--- src/rtl/uart_pkg.sv ---
// uart_pkg: shared FSM state type, frame constants and the
// round-robin index wrap helper for the UART TX scheduler.
package uart_pkg;

    localparam int UART_DATA_BITS   = 8;
    localparam int UART_DEF_CLK_DIV = 10416;

    typedef enum logic [1:0] {
        IDLE,
        START,
        DATA,
        STOP
    } uart_state_t;

    // Explicit wrap so non-power-of-2 requester counts rotate correctly.
    function automatic int rr_wrap(input int v, input int n);
        return (v >= n) ? v - n : v;
    endfunction

endpackage

--- src/rtl/uart_rr_arbiter.sv ---
// uart_rr_arbiter: combinational round-robin pick, searching
// from i_ptr upward and wrapping modulo NUM_REQ.
module uart_rr_arbiter
    import uart_pkg::*;
#(
    parameter int NUM_REQ = 4
) (
    input  logic [NUM_REQ-1:0]         i_req,
    input  logic [$clog2(NUM_REQ)-1:0] i_ptr,
    output logic [NUM_REQ-1:0]         o_gnt,
    output logic [$clog2(NUM_REQ)-1:0] o_idx,
    output logic                       o_valid
);

    localparam int IW = $clog2(NUM_REQ);

    logic [IW-1:0] w_k;

    always_comb begin
        o_gnt   = '0;
        o_idx   = '0;
        o_valid = 1'b0;
        w_k     = '0;
        for (int i = 0; i < NUM_REQ; i++) begin
            w_k = IW'(rr_wrap(int'(i_ptr) + i, NUM_REQ));
            if (!o_valid && i_req[w_k]) begin
                o_valid    = 1'b1;
                o_idx      = w_k;
                o_gnt[w_k] = 1'b1;
            end
        end
    end

endmodule

--- src/rtl/uart_tx_sched.sv ---
// uart_tx_sched: shares one 8N1 TX line between NUM_REQ byte
// requesters; round-robin grant, clock-enable bit divider.
module uart_tx_sched
    import uart_pkg::*;
#(
    parameter int NUM_REQ = 4,
    parameter int CLK_DIV = UART_DEF_CLK_DIV
) (
    input  logic                       i_clk,
    input  logic                       i_rst,
    input  logic [NUM_REQ-1:0]         i_req,
    input  logic [NUM_REQ*8-1:0]       i_data,
    output logic [NUM_REQ-1:0]         o_ack,
    output logic                       o_txd,
    output logic                       o_busy,
    output logic [$clog2(NUM_REQ)-1:0] o_grant_id
);

    localparam int IW = $clog2(NUM_REQ);
    localparam int CW = $clog2(CLK_DIV);
    localparam logic [CW-1:0] LAST_CNT = CW'(CLK_DIV - 1);
    localparam logic [2:0] LAST_BIT = 3'(UART_DATA_BITS - 1);

    uart_state_t                r_state;
    uart_state_t                w_state_n;
    logic [CW-1:0]              r_bit_cnt;
    logic [CW-1:0]              w_bit_cnt_n;
    logic [2:0]                 r_bit_idx;
    logic [2:0]                 w_bit_idx_n;
    logic [2:0]                 w_bit_idx_p1;
    logic [UART_DATA_BITS-1:0]  r_shreg;
    logic [UART_DATA_BITS-1:0]  w_shreg_n;
    logic [UART_DATA_BITS-1:0]  w_sel_byte;
    logic [IW-1:0]              r_rr_ptr;
    logic [IW-1:0]              w_rr_ptr_n;
    logic [IW-1:0]              r_grant_id;
    logic [IW-1:0]              w_grant_id_n;
    logic [NUM_REQ-1:0]         r_ack;
    logic [NUM_REQ-1:0]         w_ack_n;
    logic                       r_txd;
    logic                       w_txd_n;
    logic                       r_busy;
    logic                       w_busy_n;

    logic [NUM_REQ-1:0]         w_gnt;
    logic [IW-1:0]              w_idx;
    logic                       w_valid;
    logic                       w_tick;

    uart_rr_arbiter #(
        .NUM_REQ (NUM_REQ)
    ) u_arb (
        .i_req   (i_req),
        .i_ptr   (r_rr_ptr),
        .o_gnt   (w_gnt),
        .o_idx   (w_idx),
        .o_valid (w_valid)
    );

    assign w_tick       = (r_bit_cnt == LAST_CNT);
    assign w_bit_idx_p1 = r_bit_idx + 3'd1;

    always_comb begin
        w_sel_byte = '0;
        for (int i = 0; i < NUM_REQ; i++) begin
            if (w_gnt[i]) begin
                w_sel_byte = i_data[i*8 +: 8];
            end
        end
    end

    // Outputs are registered, so each branch computes the value
    // the line must carry in the cycle after this edge.
    always_comb begin
        w_state_n    = r_state;
        w_bit_cnt_n  = (r_state == IDLE || w_tick) ? '0 : r_bit_cnt + CW'(1);
        w_bit_idx_n  = r_bit_idx;
        w_shreg_n    = r_shreg;
        w_rr_ptr_n   = r_rr_ptr;
        w_grant_id_n = r_grant_id;
        w_ack_n      = '0;
        w_txd_n      = 1'b1;
        w_busy_n     = 1'b1;
        unique case (r_state)
            IDLE: begin
                w_busy_n = 1'b0;
                if (w_valid) begin
                    w_state_n    = START;
                    w_shreg_n    = w_sel_byte;
                    w_grant_id_n = w_idx;
                    w_rr_ptr_n   = (w_idx == IW'(NUM_REQ - 1)) ? '0 : w_idx + IW'(1);
                    w_ack_n      = w_gnt;
                    w_txd_n      = 1'b0;
                    w_busy_n     = 1'b1;
                end
            end
            START: begin
                w_txd_n = 1'b0;
                if (w_tick) begin
                    w_state_n   = DATA;
                    w_bit_idx_n = '0;
                    w_txd_n     = r_shreg[0];
                end
            end
            DATA: begin
                w_txd_n = r_shreg[r_bit_idx];
                if (w_tick) begin
                    if (r_bit_idx == LAST_BIT) begin
                        w_state_n = STOP;
                        w_txd_n   = 1'b1;
                    end else begin
                        w_bit_idx_n = w_bit_idx_p1;
                        w_txd_n     = r_shreg[w_bit_idx_p1];
                    end
                end
            end
            STOP: begin
                if (w_tick) begin
                    w_state_n = IDLE;
                    w_busy_n  = 1'b0;
                end
            end
            default: begin
                w_state_n = IDLE;
            end
        endcase
    end

    always_ff @(posedge i_clk) begin
        if (i_rst) begin
            r_state    <= IDLE;
            r_bit_cnt  <= '0;
            r_bit_idx  <= '0;
            r_shreg    <= '0;
            r_rr_ptr   <= '0;
            r_grant_id <= '0;
            r_ack      <= '0;
            r_txd      <= 1'b1;
            r_busy     <= 1'b0;
        end else begin
            r_state    <= w_state_n;
            r_bit_cnt  <= w_bit_cnt_n;
            r_bit_idx  <= w_bit_idx_n;
            r_shreg    <= w_shreg_n;
            r_rr_ptr   <= w_rr_ptr_n;
            r_grant_id <= w_grant_id_n;
            r_ack      <= w_ack_n;
            r_txd      <= w_txd_n;
            r_busy     <= w_busy_n;
        end
    end

    assign o_ack      = r_ack;
    assign o_txd      = r_txd;
    assign o_busy     = r_busy;
    assign o_grant_id = r_grant_id;

endmodule

--- config.mk ---
export PLATFORM = sky130hd
export DESIGN_NAME = uart_tx_sched
export DESIGN_NICKNAME = d
export VERILOG_FILES = /design/src/rtl/uart_pkg.sv /design/src/rtl/uart_rr_arbiter.sv /design/src/rtl/uart_tx_sched.sv
export SDC_FILE = /design/constraint.sdc
export NUM_CORES = 1
export LEC_CHECK = 0
export BUFFER_PORTS_ARGS = -buffer_cell sky130_fd_sc_hd__buf_2
export CORE_MARGIN = 2
export CORE_UTILIZATION = 40
export DETAILED_ROUTE_END_ITERATION = 6
export PLACE_DENSITY = 0.58
export SETUP_SLACK_MARGIN = 0.1
export SYNTH_ARGS = -nofsm -noshare
export SYNTH_HDL_FRONTEND = slang
export SYNTH_HIERARCHICAL = 1
export SYNTH_SLANG_ARGS = --single-unit
export TNS_END_PERCENT = 50
--- constraint.sdc ---
create_clock -name i_clk -period 6.7 [get_ports i_clk]
set_input_delay 0.67 -clock i_clk [delete_from_list [all_inputs] [get_ports i_clk]]
set_output_delay 0.67 -clock i_clk [all_outputs]
set_load 0.01 [all_outputs]
==> flow_summary.yaml, run 1 <==
placed_design:
  dp_hpwl_um: 3750
  post-place-cells: 371
  gp_congestion: 0.799
  io_buffers: 45
finish:
  nNetsFinal: 356
  drive_above_1_share: 0.227
  antennaDiodeCount: 0
  syn2layout_area_growth_pct: 14.8
  layoutNonFillerInstCount: 379
sta:
  max_freq_mhz: 252
  finalMaxSlewViolations: 0
  period_needed_ps: 3970
  setup_viol_count_final: 0
  slew_headroom: 0.279
  min_period_over_period: 0.593
  hold_viol: 0
  worst_slew_pin_slew_ps: 1070
  grt_setup_unrepaired: "no"
  finalSetupTns_ps: 0
  fin_skew_ps: 3.36
clock_network:
  path_clk_slew_ps: 80
  htreeDepth: 2
  cts_num_sinks: 37
  clk_path_buf_depth: 2
  numCtsBuffers: 5
  cts_setup_buffers: 0
  root_buffer: "clkbuf_8"
  cts-hold-fix-buffers: 0
  cts_resized: 0
  cts_tree: "built"
  clk_latency_ps: 300
worst_setup_path:
  startpoint: "r_rr_ptr[0]"
  rr_startpoint: "r_rr_ptr[0]"
  cp-end-kind: "flip-flop"
  cp-start-kind: "flip-flop"
  path_class: "reg -> reg"
  cp_data_required_time_ps: 6870
  cp.arrival_ps: 4150
  cp_max_fo: 14
  rr_worst_depth: 11
synth:
  netlist.area_leader.share: 0.313
  yosysMostFrequentCell: "dfxtp_1"
  synth.yosys.seq_area_share: 0.313
  synth_edf_count: 0
  yosys.area_share.xor_xnor: 0.0444
  synth.distinct_cells: 44
  yosys.area_share.adder: 0.0794
  syn-mean-instance-area_um2: 8.92
  synth_compound_area_frac: 0.146
  syn-num-nets: 318
  synth_simple_gate_area_frac: 0.252
  synth_cells: 265
  yosysWarnings: 6
  synth_top_family_by_area: "simple AND/OR/NAND/NOR gates"
  synth-seq-cells: 37
  syn-cell-area_um2: 2360
  synthTopCellsByCount: "dfxtp_1 (37), nor2_1 (35), nor3_1 (20), ha_1 (15), nand2_1 (13)"
  muxShareOfSynthArea: 0.113
  yosys.area.top_type: "dfxtp_1"
  synth_async_sr_flop_share: 0
  synthTopCellsByArea: "dfxtp_1 (31%), ha_1 (7.9%), nor2_1 (5.6%)"
  synth_flop_cell: "dfxtp_1"
power:
  powerDensity_nw_per_um2: 359
  ir_drop_v: 0.000194
  swShare: 0.413
  power.total_uw: 975
  intPower_uw: 572
  pwr-share-clk: 0.186
  p_leak_nw: 1.09
  switching_power_uw: 403
  pwr-share-comb: 0.501
  seq_power_share: 0.313
hold_path:
  hp-start: "r_bit_cnt[0]"
  hold_class: "reg -> reg"
  hold_depth: 1
floorplan:
  start_util: 0.407
  die_area_um2: 6540
  fp-row-count: 28
  die_y_um: 80.9
  io_pins: 46
  dieWidth_um: 80.9
  core-area_um2: 5820
detailed_routing:
  routed_via_density: 5.26
  drtAntennaViolNets: 0
  post-route-drc-count: 0
  wl_per_cell_um: 13.4
  dr.pass1.iters: 4
  drt-total-wl_um: 5080
  drt_iter0_drc: 63
  vias: 1994
grt:
  grt_pass1_vias: 1788
  grt_pass1_wl_um: 8520
  grtUsageTotal: 0.167
  grt.busiest_layer: "met2"
  grt-ovfl-total: 0
  antenna_found_initial: 0
  grt_max_degree: 20
  met3_usage: 0.0333
  met1_usage: 0.223
  grt_use_met2: 0.270
flow_run:
  max-cap-violations: 0
outcome:
  status: "complete, no violations"
==> worst max-delay path, stage by stage (launching register included) <==
cell	delay, ps
dfxtp_1	670
inv_1	130
ha_1	380
mux4_2	430
and2b_2	300
a22oi_1	60
o21ai_0	830
nor2b_1	310
a221oi_1	340
nor3_1	100
a211oi_1	210
nor3_1	80
==> stage by stage <==
step / hold slack (ps) / utilization / setup slack [ps] / cell area, µm²
3_3_place_gp: 429 / 0.449 / 2930 / 2610
5_1_grt: 480 / 0.467 / 2350 / 2720
4_1_cts: 451 / 0.467 / 2740 / 2720
6_report: 449 / 0.467 / 2730 / 2720
3_5_place_dp: 439 / 0.449 / 2750 / 2610
2_1_floorplan: 418 / - / 3880 / 2360
==> per-layer routing <==
layer  up-vias  share of wire
met5         -              0
met2        40           0.46
met4         0          0.015
met3         7          0.037
li1       1030              -
met1       917           0.48
==> flip-flops by register name, summed over array words and instances, names as in the netlist <==
| name | flops |
|---|---|
| o_ack | 4 |
| o_busy | 1 |
| o_grant_id | 2 |
| o_txd | 1 |
| r_bit_cnt | 14 |
| r_bit_idx | 3 |
| r_rr_ptr | 2 |
| r_shreg | 8 |
| r_state | 2 |
==> power groups by stage <==
stage / logic, mW / clock network (mW) / registers (mW)
after floorplan: 0.397 / 0 / 0.306
final: 0.489 / 0.181 / 0.305
after global routing: 0.553 / 0.196 / 0.314
after detailed placement: 0.488 / 0 / 0.311
after global placement: 0.486 / 0 / 0.309
after CTS: 0.491 / 0.185 / 0.305
==> cells by family (layout without fill, tap and decap cells) <==
kind of cell / after synthesis / count (layout)
AND/OR/NAND/NOR: 111 / 111
AO/OA/AOI/OAI: 47 / 47
flip-flops: 37 / 37
buffers and inverters: 26 / 65
multiplexers: 17 / 17
adder cells (fa/ha/maj): 15 / 15
XOR/XNOR: 12 / 12
==> layout make-up <==
type,count,area (µm²)
repair buffers,47,240
flip-flops and latches,37,741
fillers,584,3100
clock inverters,1,5.00
inverters,10,37.5
clock buffers,7,96.3
multi-input cells,202,1500
well taps,75,93.8
==> final timing paths <==
path                        to  slack (ps)
setup / recovery    r_shreg[1]        2730
hold / removal    r_bit_cnt[0]         450
setup reg to reg    r_shreg[1]        2730
hold reg to reg   r_bit_cnt[0]         450
==> cell usage in the layout (no fill, tap or decap), drive strengths merged, types with 6 or more instances in the layout <==
cell / instances
dfxtp: 37
a21oi: 9
inv: 10
mux2i: 9
a211oi: 7
nor2b: 10
nor2: 35
ha: 15
buf: 47
and3: 6
nor3: 20
a22oi: 8
clkbuf: 7
xor2: 6
o21ai: 7
mux4: 7
xnor2: 6
a221oi: 7
nand2: 13
Power figures use the tool's default switching activity.
==> run 2, diff against run 1 <==
==> constraint.sdc (replaced) <==
create_clock -name i_clk -period 4.15 [get_ports i_clk]
set_input_delay 0.415 -clock i_clk [delete_from_list [all_inputs] [get_ports i_clk]]
set_output_delay 0.415 -clock i_clk [all_outputs]
set_load 0.01 [all_outputs]
==> flow_summary.yaml, run 2 (synthesized netlist as in run 1, its figures left out) <==
outcome:
  status: "complete, no violations"
floorplan:
  die_y_um: 80.9
  dieWidth_um: 80.9
  core-area_um2: 5820
  io_pins: 46
  fp-row-count: 28
  die_area_um2: 6540
  start_util: 0.407
worst_setup_path:
  cp-end-kind: "flip-flop"
  cp_top_family: "simple AND/OR/NAND/NOR gates"
  max_stage_delay_ps: 680
  cp-start-kind: "flip-flop"
  crit_buf_inv: 1
  cp.arrival_ps: 3690
  cpMostUsedCell: "nor3_1"
  path_class: "reg -> reg"
  cp_max_fo: 14
  cp_data_required_time_ps: 4370
  crit_slowest_cell: "dfxtp_1"
  crit_chain: "inv_1, ha_1, mux4_2, nor4b_4, a22oi_1, o21ai_0, nor2b_1, a221oi_1, nor3_1, a211oi_1, nor3_1"
placed_design:
  dp_hpwl_um: 3770
  io_buffers: 45
  dp_slack_ps: 715
  gp_congestion: 0.813
detailed_routing:
  routed_via_density: 5.38
  drt-total-wl_um: 5220
  dr.pass1.iters: 4
  drt_iter0_drc: 67
  wl_per_cell_um: 13.7
  post-route-drc-count: 0
  vias: 2045
  drtAntennaViolNets: 0
finish:
  top_register: "r_bit_cnt"
  seqCellArea_um2: 741
  drive_above_1_share: 0.226
  layout_common_cells: "buf_2 (45), dfxtp_1 (37), nor2_1 (35)"
  syn2layout_area_growth_pct: 14.3
  largest_register_ffs: 14
  final_common_cell: "buf_2"
  multi_input_area_um2: 1500
  n_fill_cell: 616
  nNetsFinal: 357
  antennaDiodeCount: 0
sta:
  hold_viol: 0
  fin_skew_ps: 3.78
  slew_headroom: 0.595
  max_freq_mhz: 288
  min_period_over_period: 0.836
  finalMaxSlewViolations: 0
  worst_slew_pin_slew_ps: 608
  final.setup.worst_slack_ps: 681
  grt_setup_unrepaired: "no"
  finalSetupTns_ps: 0
  period_needed_ps: 3470
  setup_viol_count_final: 0
grt:
  grt_pass1_vias: 1865
  antenna_found_initial: 0
  grt-ovfl-total: 0
  grt_max_degree: 20
  grtUsageTotal: 0.171
  grt_pass1_wl_um: 8790
flow_run:
  max-cap-violations: 0
clock_network:
  root_buffer: "clkbuf_8"
  cts_num_sinks: 37
  numCtsBuffers: 5
  cts_tree: "built"
  clk_latency_ps: 290
  htreeDepth: 2
  clk_path_buf_depth: 2
  cts_setup_buffers: 0
  path_clk_slew_ps: 80
  cts_resized: 0
  cts-hold-fix-buffers: 0
power:
  p_leak_nw: 1.08
  swShare: 0.419
  powerDensity_nw_per_um2: 570
  intPower_uw: 896
  ir_drop_v: 0.000267
  seq_power_share: 0.323
  pwr-share-comb: 0.515
  pwr-share-clk: 0.162
  switching_power_uw: 646
hold_path:
  hold_class: "in -> reg"
run 2: cell count changes in the layout (fill, tap and decap cells not counted), sizes merged:
cell	previous run	this run
buf	47	48
clkbuf	7	6
clkinv	1	2
run 2: worst paths after layout:
| path | startpoint | end | slack, ps | depth (start not counted) |
|---|---|---|---|---|
| worst max-delay path | r_rr_ptr[0] | r_shreg[7] | 680 | 11 |
| worst max register to register | r_rr_ptr[0] | r_shreg[7] | 680 | 11 |
| worst min-delay path | i_data[24] | r_shreg[0] | 440 | 3 |
| worst min register to register | r_bit_cnt[0] | r_bit_cnt[0] | 450 | 1 |
run 2: cell type report:
type	instances	area share
multi-input combinational	202	0.555
sequential	37	0.274
timing repair buffer	48	0.0916
tap	75	0.0347
clock buffer	6	0.0268
inverter	10	0.0139
clock inverter	2	0.00370
run 2: layer usage:
| layer | vias to the layer above | part of all wire | global-route usage |
|---|---|---|---|
| met5 | - | 0 | 0 |
| met2 | 43 | 0.45 | 0.271 |
| met4 | 0 | 0.011 | 0.0407 |
| li1 | 1038 | - | - |
| met3 | 4 | 0.034 | 0.0333 |
| met1 | 960 | 0.50 | 0.239 |
run 2: power groups by stage:
stage          Clock, mW  Sequential, mW  Combinational (mW)
2_1_floorplan          0           0.493               0.640
3_3_place_gp           0           0.504               0.786
3_5_place_dp           0           0.506               0.793
4_1_cts            0.262           0.500               0.797
5_1_grt            0.280           0.512               0.909
6_report           0.250           0.499               0.794
run 2: metrics by stage:
stage	power, mW	instance area (µm²)	hold slack [ps]	instances	utilization
floorplan	1.13	2360	418	265	-
global placement	1.29	2620	434	372	0.451
detailed placement	1.30	2620	441	372	0.451
CTS	1.56	2700	428	380	0.465
global route	1.70	2700	430	380	0.465
finish	1.54	2700	436	380	0.465
run 2: worst min-delay path: stages:
cell     delay [ps]
buf_2            90
a21oi_1          60
a21oi_1         130
